[src/rtl/ucode_pkg.sv]
// Shared definitions for the microcode multiply sequencer: default widths, FSM state
// encoding, operand-select codes and the decoder opcodes that raise a multiply request.
package ucode_pkg;

    localparam int unsigned MUL_DATA_W     = 32;
    localparam int unsigned MUL_REG_ADDR_W = 4;
    localparam int unsigned MUL_IMM_W      = 16;

    typedef enum logic [1:0] {
        MUL_IDLE = 2'd0,
        MUL_CALC = 2'd1,
        MUL_DONE = 2'd2
    } mul_state_e;

    localparam logic MUL_TYPE_IMM = 1'b0;
    localparam logic MUL_TYPE_REG = 1'b1;

    localparam logic [6:0] OPC_MULR = 7'b0110000;
    localparam logic [6:0] OPC_MULI = 7'b0010000;

endpackage : ucode_pkg

[src/rtl/ucode_mul_sequencer_if.sv]
// Decoder request / front-end stall / register-file write-back bundle of the multiply sequencer.
interface ucode_mul_sequencer_if
    import ucode_pkg::*;
#(
    parameter int unsigned DATA_W     = MUL_DATA_W,
    parameter int unsigned REG_ADDR_W = MUL_REG_ADDR_W,
    parameter int unsigned IMM_W      = MUL_IMM_W
);
    logic                  mul_trigger;
    logic                  mul_type;
    logic [REG_ADDR_W-1:0] dest_reg;
    logic [DATA_W-1:0]     src1_val;
    logic [DATA_W-1:0]     src2_val;
    logic [IMM_W-1:0]      imm;
    logic                  stall;
    logic                  busy;
    logic                  wb_valid;
    logic                  wb_ready;
    logic [REG_ADDR_W-1:0] wb_reg;
    logic [DATA_W-1:0]     wb_data;

    modport slave (
        input  mul_trigger, mul_type, dest_reg, src1_val, src2_val, imm, wb_ready,
        output stall, busy, wb_valid, wb_reg, wb_data
    );

    modport master (
        output mul_trigger, mul_type, dest_reg, src1_val, src2_val, imm, wb_ready,
        input  stall, busy, wb_valid, wb_reg, wb_data
    );

endinterface : ucode_mul_sequencer_if

[src/rtl/mul_shift_add_dp.sv]
// Shift-add multiply datapath: operand/accumulator/count registers stepped by the sequencer FSM.
// UCODE_MUL_EARLY_EXIT_EN: calc_last_c also fires once the remaining multiplier bits are all zero.
module mul_shift_add_dp
    import ucode_pkg::*;
#(
    parameter int unsigned DATA_W     = MUL_DATA_W,
    parameter int unsigned REG_ADDR_W = MUL_REG_ADDR_W,
    parameter int unsigned IMM_W      = MUL_IMM_W
) (
    input  logic                  clk,
    input  logic                  rst,
    input  logic                  load,
    input  logic                  step,
    input  logic                  mul_type,
    input  logic [REG_ADDR_W-1:0] dest_reg,
    input  logic [DATA_W-1:0]     src1_val,
    input  logic [DATA_W-1:0]     src2_val,
    input  logic [IMM_W-1:0]      imm,
    output logic [DATA_W-1:0]     acc,
    output logic [REG_ADDR_W-1:0] wb_reg,
    output logic                  calc_last_c
);

    localparam int unsigned CNT_W = $clog2(DATA_W);

    logic [DATA_W-1:0] multiplicand;
    logic [DATA_W-1:0] multiplier;
    logic [CNT_W-1:0]  count;

    // One partial product per step; acc wraps modulo 2^DATA_W.
    always_ff @(posedge clk or negedge rst) begin
        if (!rst) begin
            acc          <= '0;
            multiplicand <= '0;
            multiplier   <= '0;
            count        <= '0;
            wb_reg       <= '0;
        end else if (load) begin
            acc          <= '0;
            multiplicand <= src1_val;
            multiplier   <= (mul_type == MUL_TYPE_REG) ? src2_val : DATA_W'(imm);
            count        <= '0;
            wb_reg       <= dest_reg;
        end else if (step) begin
            acc          <= acc + (multiplier[0] ? multiplicand : '0);
            multiplicand <= multiplicand << 1;
            multiplier   <= multiplier >> 1;
            count        <= count + CNT_W'(1);
        end
    end

    // Flags the step currently in progress as the final one.
    always_comb begin
        calc_last_c = (count == CNT_W'(DATA_W - 1));
`ifdef UCODE_MUL_EARLY_EXIT_EN
        if (multiplier[DATA_W-1:1] == '0) begin
            calc_last_c = 1'b1;
        end
`endif
    end

endmodule : mul_shift_add_dp

[src/rtl/ucode_mul_sequencer.sv]
// Iterative multiply engine behind the decoder: stalls the front end, then hands one write-back
// to the register file. Build option UCODE_MUL_EARLY_EXIT_EN shortens CALC for small multipliers.
module ucode_mul_sequencer
    import ucode_pkg::*;
#(
    parameter int unsigned DATA_W     = MUL_DATA_W,
    parameter int unsigned REG_ADDR_W = MUL_REG_ADDR_W,
    parameter int unsigned IMM_W      = MUL_IMM_W
) (
    input  logic              clk,
    input  logic              rst,
    ucode_mul_sequencer_if.slave bus
);

    mul_state_e state;
    mul_state_e state_next;
    logic       load_c;
    logic       step_c;
    logic       calc_last_c;
    logic       busy_q;
    logic       wb_valid_q;

    logic [DATA_W-1:0]     acc;
    logic [REG_ADDR_W-1:0] wb_reg_q;

    mul_shift_add_dp #(
        .DATA_W     (DATA_W),
        .REG_ADDR_W (REG_ADDR_W),
        .IMM_W      (IMM_W)
    ) u_dp (
        .clk         (clk),
        .rst         (rst),
        .load        (load_c),
        .step        (step_c),
        .mul_type    (bus.mul_type),
        .dest_reg    (bus.dest_reg),
        .src1_val    (bus.src1_val),
        .src2_val    (bus.src2_val),
        .imm         (bus.imm),
        .acc         (acc),
        .wb_reg      (wb_reg_q),
        .calc_last_c (calc_last_c)
    );

    // busy/wb_valid are registered copies of the next-state decode.
    always_ff @(posedge clk or negedge rst) begin
        if (!rst) begin
            state      <= MUL_IDLE;
            busy_q     <= 1'b0;
            wb_valid_q <= 1'b0;
        end else begin
            state      <= state_next;
            busy_q     <= (state_next != MUL_IDLE);
            wb_valid_q <= (state_next == MUL_DONE);
        end
    end

    always_comb begin
        state_next = state;
        load_c     = 1'b0;
        step_c     = 1'b0;
        case (state)
            MUL_IDLE: begin
                if (bus.mul_trigger) begin
                    load_c     = 1'b1;
                    state_next = MUL_CALC;
                end
            end
            MUL_CALC: begin
                step_c = 1'b1;
                if (calc_last_c) begin
                    state_next = MUL_DONE;
                end
            end
            MUL_DONE: begin
                if (bus.wb_ready) begin
                    state_next = MUL_IDLE;
                end
            end
            default: state_next = MUL_IDLE;
        endcase
    end

    // The decoder must freeze in the very cycle it raises a request.
    assign bus.stall    = bus.mul_trigger | busy_q;
    assign bus.busy     = busy_q;
    assign bus.wb_valid = wb_valid_q;
    assign bus.wb_reg   = wb_reg_q;
    assign bus.wb_data  = acc;

endmodule : ucode_mul_sequencer

[src/flat_wrapper.sv]
// flat-port wrapper written by rule: the top's interface ports become plain ports
module ucode_mul_sequencer_flat import ucode_pkg::*;
#(
    parameter int unsigned DATA_W     = MUL_DATA_W,
    parameter int unsigned REG_ADDR_W = MUL_REG_ADDR_W,
    parameter int unsigned IMM_W      = MUL_IMM_W
)
  (clk, rst, bus_mul_trigger, bus_mul_type, bus_dest_reg, bus_src1_val, bus_src2_val, bus_imm, bus_wb_ready, bus_stall, bus_busy, bus_wb_valid, bus_wb_reg, bus_wb_data);
  ucode_mul_sequencer_if #(.DATA_W(DATA_W), .REG_ADDR_W(REG_ADDR_W), .IMM_W(IMM_W)) bus_i ();
  input  logic clk;
  input  logic rst;
  input wire logic [$bits(bus_i.mul_trigger)-1:0] bus_mul_trigger;
  input wire logic [$bits(bus_i.mul_type)-1:0] bus_mul_type;
  input wire logic [$bits(bus_i.dest_reg)-1:0] bus_dest_reg;
  input wire logic [$bits(bus_i.src1_val)-1:0] bus_src1_val;
  input wire logic [$bits(bus_i.src2_val)-1:0] bus_src2_val;
  input wire logic [$bits(bus_i.imm)-1:0] bus_imm;
  input wire logic [$bits(bus_i.wb_ready)-1:0] bus_wb_ready;
  output wire logic [$bits(bus_i.stall)-1:0] bus_stall;
  output wire logic [$bits(bus_i.busy)-1:0] bus_busy;
  output wire logic [$bits(bus_i.wb_valid)-1:0] bus_wb_valid;
  output wire logic [$bits(bus_i.wb_reg)-1:0] bus_wb_reg;
  output wire logic [$bits(bus_i.wb_data)-1:0] bus_wb_data;
  assign bus_i.mul_trigger = bus_mul_trigger;
  assign bus_i.mul_type = bus_mul_type;
  assign bus_i.dest_reg = bus_dest_reg;
  assign bus_i.src1_val = bus_src1_val;
  assign bus_i.src2_val = bus_src2_val;
  assign bus_i.imm = bus_imm;
  assign bus_i.wb_ready = bus_wb_ready;
  assign bus_stall = bus_i.stall;
  assign bus_busy = bus_i.busy;
  assign bus_wb_valid = bus_i.wb_valid;
  assign bus_wb_reg = bus_i.wb_reg;
  assign bus_wb_data = bus_i.wb_data;
  ucode_mul_sequencer #(.DATA_W(DATA_W), .REG_ADDR_W(REG_ADDR_W), .IMM_W(IMM_W)) u_core (.clk(clk), .rst(rst), .bus(bus_i));
endmodule
[config.mk]
export PLATFORM = sky130hd
export DESIGN_NAME = ucode_mul_sequencer_flat
export DESIGN_NICKNAME = d
export VERILOG_FILES = /design/src/rtl/ucode_pkg.sv /design/src/rtl/ucode_mul_sequencer_if.sv /design/src/rtl/mul_shift_add_dp.sv /design/src/rtl/ucode_mul_sequencer.sv /design/src/flat_wrapper.sv
export SDC_FILE = /design/constraint.sdc
export NUM_CORES = 1
export LEC_CHECK = 0
export CORE_MARGIN = 2
export CORE_UTILIZATION = 55
export CTS_CLUSTER_SIZE = 8
export DETAILED_ROUTE_END_ITERATION = 7
export PLACE_DENSITY = 0.89
export SKIP_CTS_REPAIR_TIMING = 1
export SLEW_MARGIN = 10
export SYNTH_ARGS = -nofsm -noshare
export SYNTH_HDL_FRONTEND = slang
export SYNTH_SLANG_ARGS = --single-unit
[constraint.sdc]
create_clock -name clk -period 8.2 [get_ports clk]
set_input_delay 1.23 -clock clk [delete_from_list [all_inputs] [get_ports clk]]
set_output_delay 1.23 -clock clk [all_outputs]
set_load 0.02 [all_outputs]
# == Word-level counts from Yosys, hierarchy flattened ==
# Cells that the tools add are included.
# word_totals
regBits,109
word_cells,35
# classes
n_addsub,2
eq_ne,4
muxes,17
bitwise,1
n_reduce_logical,3
# ops
operator,count
$mux W32,8
$add A32 B32 Y32,1
$mux W5,2
$mux W2,3
$pmux W2 S3,1
$add A5 B1 Y5 const B,1
$eq A5 B5 Y1 const B,1
$eq A2 B2 Y1 const B,2
$reduce_bool A2 Y1,2
$mux W1,3
$eq A2 B1 Y1 const B,1
$logic_not A2 Y1,1
$or A1 B1 Y1,1

# == Depth between registers and ports, before layout ==
# Gate-level depths: netlist of the first run.
# logic_depth
ltp_word,4
mapped_depth,12

# == By module ==
# Synthesis of the first run repeated with hierarchy kept, for this count alone.
# unflattened
cells_unflattened,746
hier_area_um2,6935.4
# by_module_without_submodules
mod,n_inst,cells_per_inst,area_per_inst_um2,seq_area_each_um2
mul_shift_add_dp,1,731,6755.2,2627.5
ucode_mul_sequencer,1,15,180.2,100.1

# == Worst setup path before layout of the first run ==
# OpenSTA, ideal clock, no wires.
# synth_timing
kind,input -> output
startpoint,in bus_mul_trigger
endpoint,out bus_stall
arrival_ns,1.567
slack_ns,5.403
stages,1
cell_sequence,or2_2
# synth_via
elab_chain_cells,1
# synth_rtl
element,line,rtl
start: declaration,flat_wrapper.sv:12,input wire logic [$bits(bus_i.mul_trigger)-1:0] bus_mul_trigger;
$or A1 B1 Y1,ucode_mul_sequencer.sv:85,assign bus.stall = bus.mul_trigger | busy_q;
end: declaration,flat_wrapper.sv:19,output wire logic [$bits(bus_i.stall)-1:0] bus_stall;
# Every way passes these cells.

# == Worst setup path in the final report of the first run ==
# Ends and elaborated chain as after synthesis.

==> results of run 1 <==
-- logic make-up (layout without fill, tap and decap cells) --
kind of cell	Yosys count	after routing
compound gates	287	287
simple gates	164	164
flops	109	109
buf+inv	76	174
fa+ha+maj	34	34
xor+xnor	25	25
mux	20	20
-- worst max-delay path: stages --
cell,delay [ps]
sky130_fd_sc_hd__clkdlybuf4s50_1,530
sky130_fd_sc_hd__or2_2,360
sky130_fd_sc_hd__clkdlybuf4s50_1,540
-- worst paths after layout --
kind	from	endpoint	slack, ps	cells past startpoint
worst max-delay path	bus_mul_trigger	bus_stall	4310	3
worst min-delay path	u_core.u_dp.wb_reg[0]	u_core.u_dp.wb_reg[0]	510	1
worst max register to register	u_core.u_dp.multiplier[0]	u_core.u_dp.acc[31]	4370	11
worst min register to register	u_core.u_dp.wb_reg[0]	u_core.u_dp.wb_reg[0]	510	1
max in group asynchronous	rst	u_core.u_dp.multiplicand[17]	6140	2
min in group asynchronous	rst	u_core.u_dp.multiplicand[8]	930	1
-- layer usage --
metal / share of wire (%) / wire [um]
met1: 43 / 7459
met2: 48 / 8405
met3: 6.6 / 1159
met4: 2.5 / 431
met5: 0 / 0
-- power by group through the flow --
stage | Combinational (mW) | Sequential, mW | Clock, mW
after detailed placement | 1.15 | 0.949 | 0
after CTS | 1.15 | 0.941 | 0.446
after global placement | 1.10 | 0.934 | 0
after floorplan | 0.664 | 0.993 | 0
after global routing | 1.27 | 0.973 | 0.468
final | 1.16 | 0.947 | 0.444
-- Yosys cell counts (3+ instances only) --
master,n,area [um^2]
sky130_fd_sc_hd__nor3_1,3,15.01
sky130_fd_sc_hd__a211o_1,3,26.28
sky130_fd_sc_hd__o21a_1,3,22.52
sky130_fd_sc_hd__nand4_1,8,50.05
sky130_fd_sc_hd__a21oi_1,44,220.2
sky130_fd_sc_hd__xnor2_1,13,113.9
sky130_fd_sc_hd__a22oi_1,78,585.6
sky130_fd_sc_hd__inv_1,25,93.84
sky130_fd_sc_hd__a22o_1,11,96.34
sky130_fd_sc_hd__o21bai_1,4,30.03
sky130_fd_sc_hd__nand2_1,47,176.4
sky130_fd_sc_hd__a31oi_1,3,18.77
sky130_fd_sc_hd__xor2_1,12,105.1
sky130_fd_sc_hd__o21ai_0,92,460.4
sky130_fd_sc_hd__nand2b_1,8,50.05
sky130_fd_sc_hd__a32o_1,4,40.04
sky130_fd_sc_hd__dfrtp_1,109,2728
sky130_fd_sc_hd__a211oi_1,3,22.52
sky130_fd_sc_hd__a222oi_1,15,150.1
sky130_fd_sc_hd__mux2_2,4,45.04
sky130_fd_sc_hd__o211ai_1,3,22.52
sky130_fd_sc_hd__ha_1,33,412.9
sky130_fd_sc_hd__and2_1,33,206.5
sky130_fd_sc_hd__clkbuf_1,48,180.2
sky130_fd_sc_hd__mux2i_1,16,160.2
sky130_fd_sc_hd__nor2_1,39,146.4
sky130_fd_sc_hd__a21o_1,6,45.04
sky130_fd_sc_hd__nor4_1,3,18.77
sky130_fd_sc_hd__nand3_1,8,40.04
-- per-stage QoR --
| stage | power (mW) | util (%) | area, um^2 |
|---|---|---|---|
| 5_1_grt | 2.709 | 71.04 | 8215 |
| 6_report | 2.547 | 71.04 | 8215 |
| 4_1_cts | 2.542 | 70.99 | 8210 |
| 3_3_place_gp | 2.035 | 68.40 | 7910 |
| 2_1_floorplan | 1.657 | - | 6589 |
| 3_5_place_dp | 2.099 | 68.40 | 7910 |
-- cell type report --
cell class                      instances  area (um^2)
Clock buffer                           11        252.7
Clock inverter                          5        47.55
Fill cell                             866         3349
Inverter                               25        93.84
Multi-Input combinational cell        530         3601
Sequential cell                       109         2728
Tap cell                              143        178.9
Timing Repair Buffer                  133         1314
==> summary by stage, run 1 <==
Layout
Leaving out fill and tap cells, the most frequent cell in the layout is sky130_fd_sc_hd__clkdlybuf4s50_1. From synthesis to final layout, the design area changed by 24.69%. The largest registers in the layout are u_core.u_dp.acc: 32 flops, u_core.u_dp.multiplicand: 32 flops, u_core.u_dp.multiplier: 32 flops.

The number of standard cells in the final layout excluding fillers is 956. The number of antenna diodes in the final layout is 0. The net count of the finished layout is slightly above 900. In the layout the commonest cells are 126 x sky130_fd_sc_hd__clkdlybuf4s50_1, 109 x sky130_fd_sc_hd__dfrtp_1, 92 x sky130_fd_sc_hd__o21ai_0. Cells with a size suffix above 1 make up approximately 4.8% of the layout.

STA
Setup violations remaining at the end of the flow were counted as 0. The hold slack is around 510 ps. The share of the clock period used by the worst path after layout is between 40% and 50%. Summed over all failing endpoints, the final setup total negative slack is 0 ps. The worst-case headroom to the max-slew limit is 30.79%. Setup slack closes at about 4300 ps.

The max-slew violation count is 0. Derived from the worst setup path, the maximum achievable clock frequency is around 260 MHz. The maximum clock skew at final layout is just over 9 ps. The actual slew at the worst max-slew pin is 1038 ps. The count of endpoints failing hold in the final timing report is 0. The worst path needs 3892 ps of the cycle, external delays included. Setup repair after global routing left no endpoint under its margin.

Pwr
Per report_power, the sequential group accounts for 37.2% of the total. The switching part of the total power is approximately 41%. The portion of total power attributed to the clock network is 17.4%. The combinational fraction of design power is around 45%. The worst ir drop on vdd is 147.1 uV. The power density relative to cell area is approximately 310 mW/mm^2.

In this run the power spent charging and discharging nets is 1.049 mW. The total leakage power is about 3.7 nW. The internal power is 1.498 mW.

Placed design
The count of input and output buffers is roughly 130. The estimated wirelength of the detail-placed design is approximately 12000 um. The last weighted congestion value of the routability-driven placer is slightly above 0.9. Before CTS, the worst setup slack after placement is 4320 ps. In this run, placement finished with an instance count of 940.

Die
The region available for standard cell placement spans 0.01156 mm^2. The die is 113.5 um tall. ~130 I/O pins were placed. The die covers ~0.013 mm^2.

The initial standard-cell utilization of the core is 56.97%. The row count is 39. Measured along the x axis, the die boundary spans between 100 and 150 um.

Worst setup path
The startpoint type of the worst setup path is an input port. The largest driver fanout on the critical path is 5. The class of the most critical setup path is input port to output port.

The type of element capturing the critical path is an output port. At the worst endpoint, the required time is ~7000 ps. The arrival time of the worst setup path is 2660 ps.

Status
The flow ran to the end, and the final reports show no timing, DRC or antenna violations.

Synthesis
The synthesized netlist devotes between 20% and 30% of its cell area to compound gates. The number of nets in the synthesized netlist is between 800 and 900. The synthesized netlist devotes 3.323% of its cell area to XOR and XNOR gates.

The proportion of synthesized area in mux cells is 3.114%. The synthesized area per cell is 9.215 um^2. In this run, synthesis produced a sequential element count of around 110. By area, the combinational part of the netlist is dominated by compound AO/OA/AOI/OAI gates.

The netlist uses 54 different library cells. The synthesized instance count is a little over 700. The simple logic cell fraction of the synthesized area is roughly an eighth. The post-synthesis instance area is roughly 0.0066 mm^2. The adder and majority gate portion of the synthesized area is under 10%.

Among all flip-flop cells after synthesis, the most frequent one is sky130_fd_sc_hd__dfrtp_1. The number of flops mapped to enable cells by yosys is 0. The share of synthesized area occupied by flip-flops and latches is between 40% and 50%. The fraction of synthesis flops using an asynchronous set or reset pin is 100.0%. The number of warnings reported in the yosys synthesis log is 0.

Global route
Across every metal layer, demand over resource in global routing totals 27.25%. The via count of the first global-routing pass was about 5800. For met3 alone, demand over resource in global routing was between 4 and 5%. Global routing used about 37% of the available met1 tracks. The most heavily used metal layer in global routing is met2. Entering global routing, the biggest net connects between 60 and 70 pins. The residual overflow from global routing is 0.

The first global-routing pass estimated ~28000 um of wire. The number of antenna violations at the first check in global routing is 0. For met2 alone, demand over resource in global routing was 44.15%.

Drt
The total wirelength of the detailed-routed design is approximately 17000 um. For this run, design rule violations remaining after detail routing come to 0. In the final routed layout, each cell accounts on average for about 18 um. The number of optimization iterations in the first detailed-route pass is 7.

The antenna violation net count after detailed routing is 0. The average vias per placed instance is 6.369. The number of design-rule violations left by the first detailed-router iteration is 612. The number of vias in the routed layout is between 6000 and 7000.

Clock network
The number of buffers on the longest clock path is 2. The sink count of the clock tree is about 110. The buffer cell driving the clock tree root is sky130_fd_sc_hd__clkbuf_16. The number of CTS-inserted buffers is 9. The H-tree generated during clock tree synthesis spans 3 levels. The clock transition time at the flip-flop clock pins of the worst setup and hold paths is approximately 80 ps. The TritonCTS clock tree is yes. Clock latency on the worst-skew pair, taken at its later pin, is 360 ps.

Run
Max-cap violations in this run came to 0.

Hold path
The class of the most critical hold timing path is register to register.
Note: power is estimated with default switching activity, not from simulation.
==> run 2: changes to the inputs <==
CORE_UTILIZATION = 53   (was 55)
PLACE_DENSITY = 0.86   (was 0.89)
clock period = 3.8 ns   (was 8.2 ns; I/O delays follow)
==> run 2 against run 1 <==
Compared with the run above:
- sequential power grew 120%
- clock skew down 3.2 ps
- first-iteration DRC count down 15%
- non-clock buffer count is 6 higher
- critical path depth increased by 9
- clock-buffer cell count unchanged
- routed wire length grew 1.7%
- critical path type is now register to register
- largest power group unchanged
==> summary by stage, run 2 (same netlist as run 1, synthesis figures left out) <==
Status
Run status: complete, no violations (unchanged).

STA
Setup repair after global routing missed its margin: false (unchanged). The count of endpoints failing hold in the final timing report was 0 (unchanged). The max-slew violation count is 0 (unchanged). The actual slew at the worst max-slew pin is 1025 ps (was 1038 ps).

The final worst-path setup slack is 401.4 ps (was 4308 ps). The worst-case headroom to the max-slew limit came to 31.67% (was 30.79%). The share of the clock period used by the worst path after layout is around nine tenths. The setup violation total in the final timing report came to 0 (unchanged). The routed design could run at a clock period as short as roughly 3400 ps. The maximum clock skew at final layout is 5.853 ps (was 9.060 ps). The accumulated negative setup slack is 0 ps (unchanged). The highest clock rate is 294.2 MHz.

Clock network
The buffer cell driving the clock tree root is sky130_fd_sc_hd__clkbuf_16 (unchanged). The TritonCTS clock tree is yes (unchanged). The number of CTS-inserted buffers came to 9 (unchanged). The number of H-tree levels came to 3 (unchanged). The number of buffers on the longest clock path was 2 (unchanged). The clock transition time at the flip-flop clock pins of the worst setup and hold paths came to 70 ps (was 80 ps).

The sink count of the clock tree is 109 (unchanged). The clock latency of the later-clocked register in the worst-skew pair is 350 ps (was 360 ps).

Die
The die outline height is 115.5 um (was 113.5 um). The number of primary I/O pins is 128 (unchanged). The chip width is 115.5 um (was 113.5 um).

The area enclosed by the die boundary came to 0.01334 mm^2 (was 0.01287 mm^2). The initial standard-cell utilization of the core is 54.63% (was 56.97%). The row count is 40 (was 39). The placeable core region is 0.01206 mm^2 (was 0.01156 mm^2).

Global route
The pin count of the biggest net entering global routing is 73 (was 66). The overall fraction of global-route tracks in use is 27.64% (was 27.25%). The residual overflow from global routing is 0 (unchanged). The global-route wire length before repair is 29360 um (was 28280 um). The number of antenna violations at the first check in global routing is 0 (unchanged). The via count of the first global-routing pass came to 6081 (was 5768).

Drt
The number of vias in the routed layout is 6151 (was 6089). The average vias per placed instance is 6.232 (was 6.369). The number of design-rule violations left by the first detailed-router iteration was 522 (was 612).

The total wirelength of the detailed-routed design is 17750 um (was 17460 um). The antenna violation net count after detailed routing came to 0 (unchanged). The number of optimization iterations in the first detailed-route pass is 8 (was 7). The average wire length per cell after detail routing came to 17.99 um (was 18.26 um). The residual DRC count is 0 (unchanged).

Pwr
The total leakage power was 3.715 nW (was 3.678 nW). The worst ir drop on vdd is 358.5 uV (was 147.1 uV). The power density relative to cell area is 675.5 mW/mm^2 (was 310.0 mW/mm^2).

Hold path
The class of the most critical hold timing path is input port to asynchronous set/reset pin (was register to register).

Layout
The most common cell after layout, fill and taps aside is sky130_fd_sc_hd__clkdlybuf4s50_1 (unchanged). Biggest regs: u_core.u_dp.acc: 32 flops, u_core.u_dp.multiplicand: 32 flops, u_core.u_dp.multiplier: 32 flops (unchanged). The fraction of final layout cells sized beyond drive strength 1 is 5.372% (was 4.797%). Commonest cells after routing, fill and taps aside: 126 x sky130_fd_sc_hd__clkdlybuf4s50_1, 109 x sky130_fd_sc_hd__dfrtp_1, 92 x sky130_fd_sc_hd__o21ai_0 (unchanged). The net count of the finished layout came to 937 (was 931). The final antenna diode count is 0 (unchanged). The area added between synthesis and finish was 26.13% (was 24.69%).

Placed design
The last weighted congestion value of the routability-driven placer came to 0.9846 (was 0.9127). The count of input and output buffers came to 127 (unchanged). The minimum setup slack after placement is 482.1 ps (was 4320 ps). The estimated wirelength of the detail-placed design came to 12880 um (was 12320 um).

Worst setup path
The largest driver fanout on the critical path is 18 (was 5). The startpoint type of the worst setup path is a register (was input port). The type of element capturing the critical path is a register (was output port). The arrival time of the worst setup path is 3650 ps (was 2660 ps).

The required arrival time at the worst endpoint was 4050 ps (was 6970 ps). The class of the most critical setup path is register to register (was input port to output port).

Run
The count of max-cap constraint violations is 0 (unchanged).
-- run 2: path summary, 6_finish.rpt --
check	from	endpoint	slack [ps]	cells after the start
setup / recovery	u_core.u_dp.multiplier[0]	u_core.u_dp.acc[20]	400	12
hold / removal	rst	u_core.u_dp.acc[8]	340	1
setup reg to reg	u_core.u_dp.multiplier[0]	u_core.u_dp.acc[20]	400	12
hold reg to reg	u_core.u_dp.count[3]	u_core.u_dp.count[3]	500	1
max in group asynchronous	rst	u_core.u_dp.multiplier[27]	2640	2
min in group clk	u_core.u_dp.count[3]	u_core.u_dp.count[3]	500	1
-- run 2: final cells by class --
type / count / area [um^2]
tap: 168 / 210.2
timing repair buffer: 139 / 1359
fill: 923 / 3751
multi-input combinational: 530 / 3596
clock buffer: 11 / 242.7
clock inverter: 5 / 81.33
inverter: 25 / 93.84
sequential: 109 / 2728
-- run 2: per-layer routing --
metal	vias up	GRT usage (%)	routed length, um
li1	2862	-	-
met1	2972	36.39	7447
met2	279	44.95	8581
met3	38	4.707	1290
met4	0	12.53	431
met5	-	0	0
-- run 2: per-stage QoR --
| stage | hold slack, ps | total power [mW] | cells | utilization [%] | area [um^2] |
|---|---|---|---|---|---|
| floorplan | 274.4 | 3.576 | 715 | - | 6589 |
| global placement | 474.7 | 4.464 | 971 | 66.21 | 7986 |
| detailed placement | 486.2 | 4.571 | 971 | 66.21 | 7986 |
| CTS | 385.2 | 5.610 | 987 | 68.90 | 8310 |
| global route | 422.6 | 5.991 | 987 | 68.90 | 8310 |
| finish | 337.3 | 5.613 | 987 | 68.90 | 8310 |
-- run 2: report_power, final --
part | internal, mW | switching (mW)
clock network | 0.598 | 0.436
registers | 1.61 | 0.470
logic | 1.14 | 1.36
-- run 2: worst max-delay path, stage by stage (launching register included) --
cell                       delay [ps]
sky130_fd_sc_hd__dfrtp_1          730
sky130_fd_sc_hd__and2_1           220
sky130_fd_sc_hd__ha_1             180
sky130_fd_sc_hd__inv_1             70
sky130_fd_sc_hd__fa_1             380
sky130_fd_sc_hd__nand2b_1         200
sky130_fd_sc_hd__a21oi_1          260
sky130_fd_sc_hd__o211ai_1         170
sky130_fd_sc_hd__a31o_2           310
sky130_fd_sc_hd__o21ai_0          290
sky130_fd_sc_hd__a21boi_0         170
sky130_fd_sc_hd__xor2_1           160
sky130_fd_sc_hd__o21ai_0          160
==> run 3: changes to the inputs <==
SLEW_MARGIN = 40   (was 10)
==> run 3 against run 2 <==
Compared with the run above:
- maximum frequency is 2.0% higher
- hold slack got worse by 120 ps
- critical path depth unchanged
- critical path type unchanged
- largest cell class unchanged
- highest routed layer unchanged
==> summary by stage, run 3 (same netlist as run 1, synthesis figures left out) <==
Drt
The antenna violation net count after detailed routing is 0 (unchanged). The average vias per placed instance is 6.193 (was 6.232). The number of design-rule violations left by the first detailed-router iteration is 482 (was 522). The number of optimization iterations in the first detailed-route pass is 6 (was 8).

The total wirelength of the detailed-routed design came to 17740 um (was 17750 um). The number of vias in the routed layout is 6112 (was 6151). The residual DRC count was 0 (unchanged).

The average wire length per cell after detail routing came to 17.97 um (was 17.99 um).

Status
Run status: complete, no violations (unchanged).

Die
The initial standard-cell utilization of the core came to 54.63% (unchanged). The area enclosed by the die boundary was 0.01334 mm^2 (unchanged). The placeable core region is 0.01206 mm^2 (unchanged).

The chip width was 115.5 um (unchanged). The row count is 40 (unchanged). The number of primary I/O pins is 128 (unchanged). The die outline height is 115.5 um (unchanged).

STA
The highest clock rate was 300.1 MHz (was 294.2 MHz). The max-slew violation count is 0 (unchanged). The worst-case headroom to the max-slew limit is 47.68% (was 31.67%). Setup repair after global routing missed its margin: false (unchanged). The actual slew at the worst max-slew pin is 782.7 ps (was 1025 ps).

The accumulated negative setup slack is 0 ps (unchanged). The hold slack is 219.4 ps (was 337.3 ps). The final worst-path setup slack is 467.5 ps (was 401.4 ps). The count of endpoints failing hold in the final timing report was 0 (unchanged).

The time the worst path needs with I/O delays and setup is 3332 ps (was 3399 ps). The maximum clock skew at final layout came to 7.573 ps (was 5.853 ps). The setup violation total in the final timing report came to 0 (unchanged). The share of the clock period used by the worst path after layout was 87.70% (was 89.44%).

Run
The count of max-cap constraint violations came to 0 (unchanged).

Layout
The area added between synthesis and finish is 25.83% (was 26.13%). The fraction of final layout cells sized beyond drive strength 1 is 5.861% (was 5.372%). The net count of the finished layout is 937 (unchanged). The area taken by multi-input logic gates is 0.003598 mm^2 (was 0.003596 mm^2). Biggest regs: u_core.u_dp.acc: 32 flops, u_core.u_dp.multiplicand: 32 flops, u_core.u_dp.multiplier: 32 flops (unchanged).

The final antenna diode count came to 0 (unchanged). The layout filler cell count was 931 (was 923). The sequential cell area is 0.002730 mm^2 (was 0.002728 mm^2). The most common cell after layout, fill and taps aside was sky130_fd_sc_hd__clkdlybuf4s50_1 (unchanged).

Commonest cells after routing, fill and taps aside: 125 x sky130_fd_sc_hd__clkdlybuf4s50_1, 107 x sky130_fd_sc_hd__dfrtp_1, 92 x sky130_fd_sc_hd__o21ai_0 (was 126 x sky130_fd_sc_hd__clkdlybuf4s50_1, 109 x sky130_fd_sc_hd__dfrtp_1, 92 x sky130_fd_sc_hd__o21ai_0).

Clock network
The TritonCTS clock tree was yes (unchanged). The sink count of the clock tree was 109 (unchanged). The number of buffers on the longest clock path is 2 (unchanged). The number of CTS-inserted buffers came to 9 (unchanged). The buffer cell driving the clock tree root is sky130_fd_sc_hd__clkbuf_16 (unchanged).

The clock latency of the later-clocked register in the worst-skew pair came to 360 ps (was 350 ps). The clock transition time at the flip-flop clock pins of the worst setup and hold paths came to 80 ps (was 70 ps). The number of H-tree levels came to 3 (unchanged).

Placed design
The estimated wirelength of the detail-placed design is 12810 um (was 12880 um). The count of input and output buffers is 127 (unchanged). The minimum setup slack after placement is 501.0 ps (was 482.1 ps). The last weighted congestion value of the routability-driven placer is 0.9846 (unchanged).

Pwr
The power density relative to cell area came to 669.3 mW/mm^2 (was 675.5 mW/mm^2). The worst ir drop on vdd is 324.2 uV (was 358.5 uV). The total leakage power is 3.702 nW (was 3.715 nW).

Worst setup path
The startpoint type of the worst setup path is a register (unchanged). The arrival time of the worst setup path is 3560 ps (was 3650 ps). The type of element capturing the critical path was a register (unchanged).

The endpoint of the worst-slack reg-to-reg timing path is u_core.u_dp.acc[28] (was u_core.u_dp.acc[20]). The required arrival time at the worst endpoint is 4020 ps (was 4050 ps). The reg-to-reg critical path startpoint is u_core.u_dp.multiplier[0] (unchanged). The largest driver fanout on the critical path was 18 (unchanged). The depth of the most critical reg-to-reg path is 12 (unchanged).

The origin of the worst setup path is u_core.u_dp.multiplier[0] (unchanged). The class of the most critical setup path is register to register (unchanged). The reg2reg setup slack came to 470 ps (was 400 ps).

Global route
The overall fraction of global-route tracks in use is 28.04% (was 27.64%). The number of antenna violations at the first check in global routing is 0 (unchanged). The residual overflow from global routing is 0 (unchanged).

The pin count of the biggest net entering global routing is 73 (unchanged). The global-route wire length before repair is 29690 um (was 29360 um). The via count of the first global-routing pass is 6033 (was 6081).

Hold path
The class of the most critical hold timing path is input port to asynchronous set/reset pin (unchanged).
[run 3: cell count changes in the layout (fill, tap and decap cells not counted), sizes merged]
cell,before,now
buf,13,14
bufinv,2,1
clkbuf,11,10
clkdlybuf4s50,126,125
clkinv,1,3
[run 3: layer usage]
metal | up-vias | share of wire, % | GRT usage [%]
met5 | - | 0 | 0
li1 | 2863 | - | -
met2 | 271 | 48 | 44.95
met4 | 0 | 2.0 | 10.68
met1 | 2941 | 43 | 37.67
met3 | 37 | 7.3 | 5.805
[run 3: cell type report]
class | count | share of cell area [%]
flip-flops and latches | 109 | 32.93
multi-input cells | 530 | 43.40
clock inverters | 6 | 0.8602
repair buffers | 139 | 16.37
clock buffers | 10 | 2.762
well taps | 168 | 2.535
inverters | 25 | 1.132
[run 3: how the worst max path moves through the flow]
stage	depth (start not counted)	endpoint	slack [ps]
final	12	u_core.u_dp.acc[28]	470
after floorplan	12	u_core.u_dp.acc[31]	1090
after global placement	12	u_core.u_dp.acc[20]	650
after detailed placement	12	u_core.u_dp.acc[20]	500
after CTS	12	u_core.u_dp.acc[20]	490
after global routing	12	u_core.u_dp.acc[20]	170
[run 3: where the power goes]
group,switching (mW),internal [mW]
sequential,0.474,1.61
clock,0.453,0.518
combinational,1.35,1.14
total,2.28,3.27
[run 3: worst max-delay path, cell delays in order (launching register included)]
cell,delay [ps]
sky130_fd_sc_hd__dfrtp_1,710
sky130_fd_sc_hd__and2_1,210
sky130_fd_sc_hd__ha_1,180
sky130_fd_sc_hd__inv_1,70
sky130_fd_sc_hd__fa_1,380
sky130_fd_sc_hd__nand2b_1,200
sky130_fd_sc_hd__a21oi_1,260
sky130_fd_sc_hd__o211ai_1,170
sky130_fd_sc_hd__a31o_2,310
sky130_fd_sc_hd__nor4_1,290
sky130_fd_sc_hd__a2111o_1,190
sky130_fd_sc_hd__xnor2_1,120
sky130_fd_sc_hd__o21ai_0,100
[run 3: stage by stage]
step	std cells	utilization, %	cell area, um^2	power [mW]
global placement	971	66.21	7986	4.464
floorplan	715	-	6589	3.576
global route	987	68.73	8290	5.927
finish	987	68.73	8290	5.549
CTS	987	68.76	8293	5.546
detailed placement	971	66.27	7993	4.567
